<file path="config.mk">
export PLATFORM = sky130hd
export DESIGN_NAME = flag_timestamp_buffer
export DESIGN_NICKNAME = d
export VERILOG_FILES = /design/src/rtl/flag_timestamp_buffer.sv
export SDC_FILE = /design/constraint.sdc
export NUM_CORES = 1
export LEC_CHECK = 0
export ABC_AREA = 1
export CORE_AREA = 10 10 136 138
export DETAILED_ROUTE_END_ITERATION = 8
export DIE_AREA = 0 0 146 148
export PLACE_DENSITY = 0.7
export SYNTH_ARGS = -nofsm -noshare
export SYNTH_HDL_FRONTEND = slang
export SYNTH_SLANG_ARGS = --single-unit
</file>
<file path="constraint.sdc">
create_clock -name CLK -period 2.6 [get_ports CLK]
set_input_delay 0.39 -clock CLK [delete_from_list [all_inputs] [get_ports CLK]]
set_output_delay 0.39 -clock CLK [all_outputs]
set_load 0.05 [all_outputs]
</file>
<file path="src/rtl/flag_timestamp_buffer.sv">
// Tags synchronized single-cycle flags with a free-running timestamp and
// queues the tags in a first-word-fall-through FIFO, counting overflow drops.
module flag_timestamp_buffer #(
  parameter int TS_WIDTH   = 16,
  parameter int DEPTH      = 8,
  parameter int LOST_WIDTH = 8,
  localparam int PW = $clog2(DEPTH),
  localparam int FW = $clog2(DEPTH + 1)
) (
  input  logic                  CLK,
  input  logic                  RESET,
  input  logic                  ENABLE,
  input  logic                  TS_CLEAR,
  input  logic                  LOST_CLEAR,
  input  logic                  FLAG_IN,
  output logic [TS_WIDTH-1:0]   DATA_OUT,
  output logic                  VALID,
  input  logic                  READY,
  output logic                  FULL,
  output logic [FW-1:0]         FILL_LEVEL,
  output logic [LOST_WIDTH-1:0] LOST_COUNT
);

  logic [TS_WIDTH-1:0]   ts;
  logic [TS_WIDTH-1:0]   mem [DEPTH];
  logic [PW-1:0]         wptr, rptr;
  logic [FW-1:0]         fill;
  logic [LOST_WIDTH-1:0] lost;
  logic                  flag_en, push, pop, drop;

  // Status comes only from registered fill, so no FLAG_IN/READY -> status path.
  assign FULL       = (fill == FW'(DEPTH));
  assign VALID      = (fill != '0);
  assign FILL_LEVEL = fill;
  assign LOST_COUNT = lost;
  assign DATA_OUT   = mem[rptr];

  assign flag_en = FLAG_IN & ENABLE;
  assign push    = flag_en & ~FULL;
  assign drop    = flag_en & FULL;
  assign pop     = VALID & READY;

  // Storage needs no reset; stale entries are never visible once fill is 0.
  always_ff @(posedge CLK) begin
    if (!RESET && push) mem[wptr] <= ts;
  end

  always_ff @(posedge CLK) begin
    if (RESET) begin
      ts   <= '0;
      wptr <= '0;
      rptr <= '0;
      fill <= '0;
      lost <= '0;
    end else begin
      if (TS_CLEAR)    ts <= '0;
      else if (ENABLE) ts <= ts + TS_WIDTH'(1);

      if (push) wptr <= wptr + PW'(1);
      if (pop)  rptr <= rptr + PW'(1);
      fill <= fill + FW'(push) - FW'(pop);

      if (LOST_CLEAR)                           lost <= LOST_WIDTH'(drop);
      else if (drop && lost != {LOST_WIDTH{1'b1}}) lost <= lost + LOST_WIDTH'(1);
    end
  end

endmodule

</file>
==> After elaboration in Yosys (flattened, before gate mapping) <==
Memory sizes are Yosys's and may differ from the RTL's. A register that Yosys moved wholly into a read port is not among the register bits.
Cells that the tools add are included.
{ "totals": {"word_cells": 33, "memories": 1, "ramBits": 128, "inputBits": 7, "register_bits": 34} }
{ "mem_list": {"columns": ["memory", "depth", "width", "rd", "rd_ports_with_merged_regs", "write_ports", "line_no", "text"], "rows": [
  ["mem", 8, 16, 1, 1, 1, "25", "logic [TS_WIDTH-1:0] mem [DEPTH];"]
]} }
{ "classes": {"add_sub_neg": 6, "bitwise": 5, "reduce_logical": 7, "n_eq_ne": 2, "muxes": 6} }
{ "ops": {"columns": ["cell", "n"], "rows": [
  ["16-bit by 1-bit adder with 16-bit output, second input constant", 1],
  ["8-bit by 1-bit adder with 8-bit output, second input constant", 1],
  ["8-bit inequality test, second input constant", 1],
  ["3-bit by 1-bit adder with 3-bit output, second input constant", 2],
  ["3-bit two-way mux", 2],
  ["4-bit by 1-bit adder with 4-bit output", 1],
  ["1-bit bitwise AND", 4],
  ["4-bit equality test, second input constant", 1],
  ["1-bit two-way mux", 4],
  ["4-bit nonzero test", 1],
  ["2-bit OR reduction", 2],
  ["4-bit by 1-bit subtractor with 4-bit output", 1],
  ["1-bit logical AND", 2],
  ["2-bit nonzero test", 1],
  ["1-bit logical NOT", 1],
  ["1-bit inverter", 1]
]} }

==> Longest topological paths before layout <==
Gate-level depths: netlist of run 1.
{ "logic_depth": {"depth_word": 6, "ltp_mapped": 14, "ltp_nobuf": 14} }

==> Least setup slack after synthesis of run 1 <==
OpenSTA, ideal clock, no wires.
{ "synth_path": {"path_type": "register to register", "from": "reg fill[2], in the netlist FILL_LEVEL[2]", "to": "mem mem[6][0] (enable)", "path_stages_with_launch": 8, "required_ps": 2191, "setup_time_ps": 409, "t_arrival_ps": 2562, "n_path_buf": 0, "path_slack_ps": -371, "cell_sequence": "dfxtp_1 > inv_1 > ha_1 > nand3_2 > nand2_2 > inv_2 > nand2_1 > nor3_1"} }
{ "synth_between": {"elab_chain_len": 6} }
{ "synth_rtl": {"columns": ["element", "line_no", "text"], "rows": [
  ["start: declaration", "27", "logic [FW-1:0] fill;"],
  ["start signal: assignment", "61", "fill <= fill + FW'(push) - FW'(pop);"],
  ["4-bit equality test", "32", "assign FULL = (fill == FW'(DEPTH));"],
  ["1-bit inverter", "39", "assign push = flag_en & ~FULL;"],
  ["1-bit bitwise AND", "39", null],
  ["1-bit logical AND", "45", "if (!RESET && push) mem[wptr] <= ts;"],
  ["1-bit two-way mux", "45", null],
  ["1-bit two-way mux (implied by the code)", "45", null],
  ["end: declaration", "25", null]
]} }
Every way passes these cells.

==> Final worst setup path of run 1 <==
{ "layout_path": {"from": "reg fill[2], in the netlist FILL_LEVEL[2]", "to": "out FULL"} }
{ "layout_between": {"elab_chain_len": 1} }
{ "layout_rtl": {"columns": ["element", "line_no", "text"], "rows": [
  ["4-bit equality test", "32", null],
  ["end: declaration", "19", "output logic FULL,"]
]} }
Every way passes these cells.

==> flow_metrics.tcl, run 1 <==
set metrics [dict create \
    timing.setup.tns_ps 0 \
    rsz0062_at_grt "no" \
    ir_drop_mv 0.433 \
    critPathMostFrequentCell "inv_1" \
    critical-path-slowest-cell "clkdlybuf4s50_1" \
    initialDrtViolationCount 439 \
    drive_above_1_share_pct 11.3 \
    yosysWarningCount 0 \
    grt.overflow.total 0 \
    place_area_mm2 0.00756 \
    start_util_pct 44.3 \
    diodes 0 \
    synth_compound_area_share_pct 9.27 \
    port_buffers 36 \
    topRoutingLayerUsed "met4" \
    hp-class "flip-flop to flip-flop" \
    worst_skew_pair.late_latency_ps 420 \
    grt.total_usage_pct 13.6 \
    vias 4825 \
    place_hpwl_um 9550 \
    finalHoldViolations 0 \
    post_cts_buffers 0 \
    cp.arrival_ps 2100 \
    design_area_mm2 0.00806 \
    crit_path_end_kind "output port" \
    dr_wl_met2_um 6940 \
    period_needed_ps 2490 \
    grt_max_degree 65 \
    grt_first_pass_wirelength_um 23700 \
    required_ps 2210 \
    grt_pass1_vias 4728 \
    synth_top_family_by_area "simple AND/OR/NAND/NOR gates" \
    route.antenna.remaining_nets 0 \
    wl_met3_um 928 \
    clock-root-buffer "clkbuf_16" \
    max_cap_violations 0 \
    row_count 46 \
    cp_max_fo 3 \
    drc 0 \
    fin_util_pct 51.3 \
    core_mm2 0.0157 \
    finalNetCount 732 \
    setup.worst_path.start_class "flip-flop" \
    yosys.area_share.adder_pct 1.91 \
    gp_congestion 0.829 \
    cts_tree "yes" \
    muxShareOfSynthArea_pct 0 \
    holdPathStages 1 \
    fin_cells 944 \
    final_max_slew_viol_count 0 \
    vias_per_cell 5.11 \
    netlist_area_mm2 0.00696 \
    wire_per_inst_um 15.4 \
    wl_um 14500 \
    die_w_um 146 \
    rr_worst_depth 13 \
    leakage_nw 3.01 \
    synth_cell_type_count 32 \
    tightest_slew_ps 614 \
    pin_count 37 \
    path_clk_slew_ps 60 \
    synth_area_per_cell_um2 10.4 \
    fill_cells 1391 \
    die_area_mm2 0.0216 \
    r2r_start "FILL_LEVEL[2]$_SDFF_PP0_" \
    cts_buffers 17 \
    clock_skew_ps 7.19 \
    synthCells 671 \
    reg2reg_to "FILL_LEVEL[2]$_SDFF_PP0_" \
    crit_chain "inv_1 > ha_1 > nand3_2 > inv_1 > clkdlybuf4s50_1" \
    htreeDepth 4 \
    setup.worst_path.class "flip-flop to output port" \
    fin_hold_ws_ps 495 \
    period_share_pct 95.7 \
    die_h_um 148 \
    slew_headroom_pct 59.0 \
    cts_buffer_depth 2 \
    ys_seq_area_share_pct 65.9 \
    syn_nets 688 \
    cts_hold_buf 0 \
    cpPeakStageDelay_ps 810 \
    synthSimpleGateAreaFrac_pct 17.8 \
    ys_ff_latch 165 \
    timing.fmax_mhz 402 \
    finalSetupViolations 0 \
    critPathLaunch "FILL_LEVEL[2]$_SDFF_PP0_" \
    place_inst 912 \
    antenna_found_initial 0 \
    power.density_mw_per_mm2 919 \
    area_delta_synth_final_pct 15.8 \
    dr.pass1.iters 6 \
    synthXorXnorAreaFrac_pct 0.755 \
    ff2ff_setup_slack_ps 380 \
    cts_sinks 165 \
    crit_end "FULL" \
    outcome "completed" \
    met1_length_um 6460 \
]
==> worst min-delay path by stage <==
| stage | from | to | slack [ps] |
|---|---|---|---|
| finish | rptr[0]$_SDFFE_PP0P_ | rptr[0]$_SDFFE_PP0P_ | 490 |
| CTS | rptr[0]$_SDFFE_PP0P_ | rptr[0]$_SDFFE_PP0P_ | 500 |
| floorplan | rptr[0]$_SDFFE_PP0P_ | flip-flop | 450 |
| global placement | rptr[0]$_SDFFE_PP0P_ | rptr[0]$_SDFFE_PP0P_ | 470 |
| global route | rptr[0]$_SDFFE_PP0P_ | flip-flop | 530 |
| detailed placement | rptr[0]$_SDFFE_PP0P_ | rptr[0]$_SDFFE_PP0P_ | 480 |
==> registers in the layout (all words and copies together) (netlist names), named ones only <==
register and flops:
mem 128, ts 16, LOST_COUNT 8, FILL_LEVEL 4, rptr 3, wptr 3
==> cells in the mapped netlist (all sizes together) <==
cell type / instances / area [µm²]
buf: 17 / 110
dfxtp: 37 / 741
a21o: 1 / 7.51
nand3: 21 / 110
o21ai: 107 / 536
a21oi: 17 / 88.8
and3: 3 / 18.8
nor3: 10 / 50.1
fa: 1 / 20.0
xnor2: 1 / 8.76
a31oi: 1 / 6.26
nand2: 107 / 424
clkbuf: 9 / 33.8
nor2: 144 / 582
a211oi: 1 / 7.51
edfxtp: 128 / 3840
inv: 43 / 161
xor2: 5 / 43.8
ha: 9 / 113
nand4: 9 / 56.3
==> kinds of logic (layout without fill, tap and decap cells) <==
family                   count (synthesis)  count (layout)
XOR/XNOR                                 6               6
AND/OR/NAND/NOR                        294             294
adder cells (fa/ha/maj)                 10              10
AO/OA/AOI/OAI                          127             127
buffers and inverters                   69             126
flip-flops                             165             165
==> area by class of cell <==
class	instances	area, µm²	area share [%]
clock inverters	10	56.3	0.698
clock buffers	22	444	5.51
inverters	43	164	2.03
multi-input cells	437	2090	25.9
flip-flops and latches	165	4590	56.9
well taps	216	270	3.35
repair buffers	51	449	5.57
==> power by group <==
group          internal, mW  switching [mW]
clock                  1.21           0.938
sequential             2.90          0.0686
combinational         0.696            1.60
==> worst max-delay path: cells and delay by family, from the launching register on <==
| kind | cells | cell delay [ps] |
|---|---|---|
| adders and majority gates | 1 | 170 |
| and+or+nand+nor | 1 | 170 |
| DFF | 1 | 310 |
| buffers and inverters | 3 | 1010 |
==> placed cells by master, fill, tap and decap left out, types with 2 or more instances in the layout <==
cell type	Yosys	final
inv_2	9	8
dfxtp_2	0	2
nand2_4	2	2
edfxtp_1	128	128
a21oi_1	16	16
nor3_1	10	6
nor2_1	137	137
xor2_1	5	5
clkbuf_1	9	5
buf_4	3	29
clkbuf_16	0	17
clkinvlp_4	0	2
clkinv_1	0	5
nand4_1	9	9
o21ai_1	64	64
inv_1	34	34
nand3_1	20	20
o21ai_0	43	43
nor2_4	2	2
clkdlybuf4s50_1	0	20
nor2_2	4	4
ha_1	9	9
nand2_2	3	3
inv_6	0	2
dfxtp_1	37	35
and3_1	3	3
nand2_1	102	102
nor3_2	0	4
==> per-layer routing <==
metal	vias up	global-route usage, %
met5	-	0
met4	0	4.40
met3	20	4.30
met2	132	22.4
met1	2293	16.6
li1	2380	-
==> timing repair <==
| item | in CTS | in global routing |
|---|---|---|
| endpoints found under the hold margin | 0 | 0 |
| setup endpoints to repair | 0 | 16 |
| gates resized for setup | 0 | 3 |
==> metrics by stage <==
| stage | setup WS, ps | power, mW |
|---|---|---|
| 3_3_place_gp | 276 | 5.27 |
| 5_1_grt | 36.5 | 7.81 |
| 3_5_place_dp | 160 | 5.33 |
| 6_report | 112 | 7.41 |
| 2_1_floorplan | -371 | 4.71 |
| 4_1_cts | 27.3 | 7.47 |
(Power assumes the default switching activity.)
==> run 2: changes to the inputs <==
--- a/config.mk
+++ b/config.mk
@@ -9,7 +9,8 @@
 export CORE_AREA = 10 10 136 138
 export DETAILED_ROUTE_END_ITERATION = 8
 export DIE_AREA = 0 0 146 148
-export PLACE_DENSITY = 0.7
+export DONT_BUFFER_PORTS = 1
+export PLACE_DENSITY = 0.67
 export SYNTH_ARGS = -nofsm -noshare
 export SYNTH_HDL_FRONTEND = slang
 export SYNTH_SLANG_ARGS = --single-unit
==> run 2 against run 1 <==
Net effect:
- count of clock-buffer cells in the layout down 3
- worst setup slack better by 130 ps
- global-route usage up 0.69 points
- final cell count down 1.1%
- routed wire length up 2.9%
- combinational power up 15%
- critical path type unchanged
==> flow_metrics.tcl, run 2 (synthesis results as in run 1) <==
set metrics [dict create \
    largest_reg_flops 128 \
    required_ps 2210 \
    p_sw_share_pct 34.0 \
    pin_count 37 \
    clock_skew_ps 8.19 \
    vias_per_cell 5.11 \
    fin_cells 934 \
    leakage_nw 3.09 \
    initialDrtViolationCount 414 \
    cts_buffer_depth 2 \
    grt_first_pass_wirelength_um 24400 \
    route.antenna.remaining_nets 0 \
    net-switching-power_mw 2.67 \
    cts_tree "yes" \
    htreeDepth 4 \
    timing.fmax_mhz 424 \
    outcome "completed" \
    period_share_pct 90.7 \
    topRoutingLayerUsed "met4" \
    fill_cells 1385 \
    clock-root-buffer "clkbuf_16" \
    die_h_um 148 \
    cts_resized 0 \
    setup.worst_path.class "flip-flop to output port" \
    start_util_pct 44.3 \
    grt.overflow.total 0 \
    combPwrFrac_pct 33.6 \
    wl_met3_um 817 \
    grt.total_usage_pct 14.3 \
    cts_hold_buf 0 \
    drc 0 \
    power.density_mw_per_mm2 961 \
    finalNetCount 722 \
    wl_um 14900 \
    worst_skew_pair.late_latency_ps 420 \
    post_cts_buffers 0 \
    cts_buffers 17 \
    drive_above_1_share_pct 13.4 \
    clock_power_share_pct 28.4 \
    dr.pass1.iters 5 \
    regMostFlops "mem" \
    cpPeakStageDelay_ps 580 \
    path_clk_slew_ps 60 \
    mostFrequentLayoutCells "nor2_1 (137), edfxtp_1 (128), nand2_1 (102)" \
    finalPower_mw 7.85 \
    cp.arrival_ps 1970 \
    final_max_slew_viol_count 0 \
    p_seq_share_pct 37.9 \
    fin_ws_ps 241 \
    cts_sinks 165 \
    final_common_cell "nor2_1" \
    ff2ff_setup_slack_ps 360 \
    finalHoldViolations 0 \
    ir_drop_mv 0.509 \
    grt_pass1_vias 4771 \
    pre_cts_slack_ps 434 \
    cp_max_fo 44 \
    antenna_found_initial 0 \
    max_cap_violations 0 \
    tightest_slew_ps 748 \
    wire_per_inst_um 16.0 \
    port_buffers 0 \
    crit_buf_inv 2 \
    internal_power_mw 5.19 \
    dr_wl_met2_um 7500 \
    gp_congestion 0.825 \
    row_count 46 \
    die_w_um 146 \
    slew_headroom_pct 50.1 \
    hp-class "input pin to flip-flop" \
    core_mm2 0.0157 \
    finalSetupViolations 0 \
    critical-path-slowest-cell "dfxtp_2" \
    vias 4776 \
    worst_path_dominant_cell_family "flip-flops" \
    met1_length_um 6360 \
    setup.worst_path.start_class "flip-flop" \
    die_area_mm2 0.0216 \
    area_delta_synth_final_pct 17.3 \
    period_needed_ps 2360 \
    diodes 0 \
    fin_util_pct 52.0 \
    rsz0062_at_grt "no" \
    place_inst 902 \
    crit_path_end_kind "output port" \
    place_hpwl_um 9160 \
    crit_chain "buf_12 > o21ai_0 > o21ai_1 > nand2_1 > nand2_1 > buf_12" \
    grt_max_degree 45 \
]
==> run 2: cell types whose count changed in the layout (fill, tap and decap cells not counted), sizes merged <==
| cell | before | now |
|---|---|---|
| clkdlybuf4s50 | 20 | 0 |
| buf | 31 | 41 |
| clkinvlp | 2 | 1 |
| clkinv | 6 | 11 |
| inv | 45 | 43 |
| bufinv | 0 | 1 |
| clkbuf | 22 | 19 |
==> run 2: power by group through the flow <==
stage	combinational, mW	sequential, mW	clock [mW]
floorplan	1.61	3.10	0
global placement	2.58	3.03	0
detailed placement	2.65	3.04	0
CTS	2.67	2.98	2.27
global route	2.88	2.99	2.39
finish	2.64	2.98	2.23
==> run 2: metrics by stage <==
stage	hold WS [ps]	setup TNS [ps]	instance area [µm²]
after floorplan	451	-24040	6960
after global placement	460	0	7640
final	34.5	0	8170
after CTS	9.88	0	8170
after detailed placement	466	0	7640
after global routing	14.1	0	8170
==> run 2: metal layers <==
metal	vias up	GRT usage [%]
li1	2351	-
met5	-	0
met3	18	4.24
met1	2296	16.9
met4	0	6.16
met2	111	23.7
==> run 2: final cells by class <==
cell class / count / area [µm²] / area share [%]
clock inverter: 13 / 91.3 / 1.12
tap: 216 / 270 / 3.31
clock buffer: 19 / 433 / 5.30
inverter: 43 / 161 / 1.98
timing repair buffer: 41 / 533 / 6.53
multi-input combinational: 437 / 2090 / 25.6
sequential: 165 / 4590 / 56.2
==> run 2: path summary, 6_finish.rpt <==
path                            startpoint                  endpoint  cells past startpoint
setup / recovery                 flip-flop               DATA_OUT[3]                      6
hold / removal                       RESET  FILL_LEVEL[0]$_SDFF_PP0_                      1
setup reg to reg  FILL_LEVEL[2]$_SDFF_PP0_  FILL_LEVEL[2]$_SDFF_PP0_                     13
hold reg to reg       rptr[0]$_SDFFE_PP0P_      rptr[0]$_SDFFE_PP0P_                      1
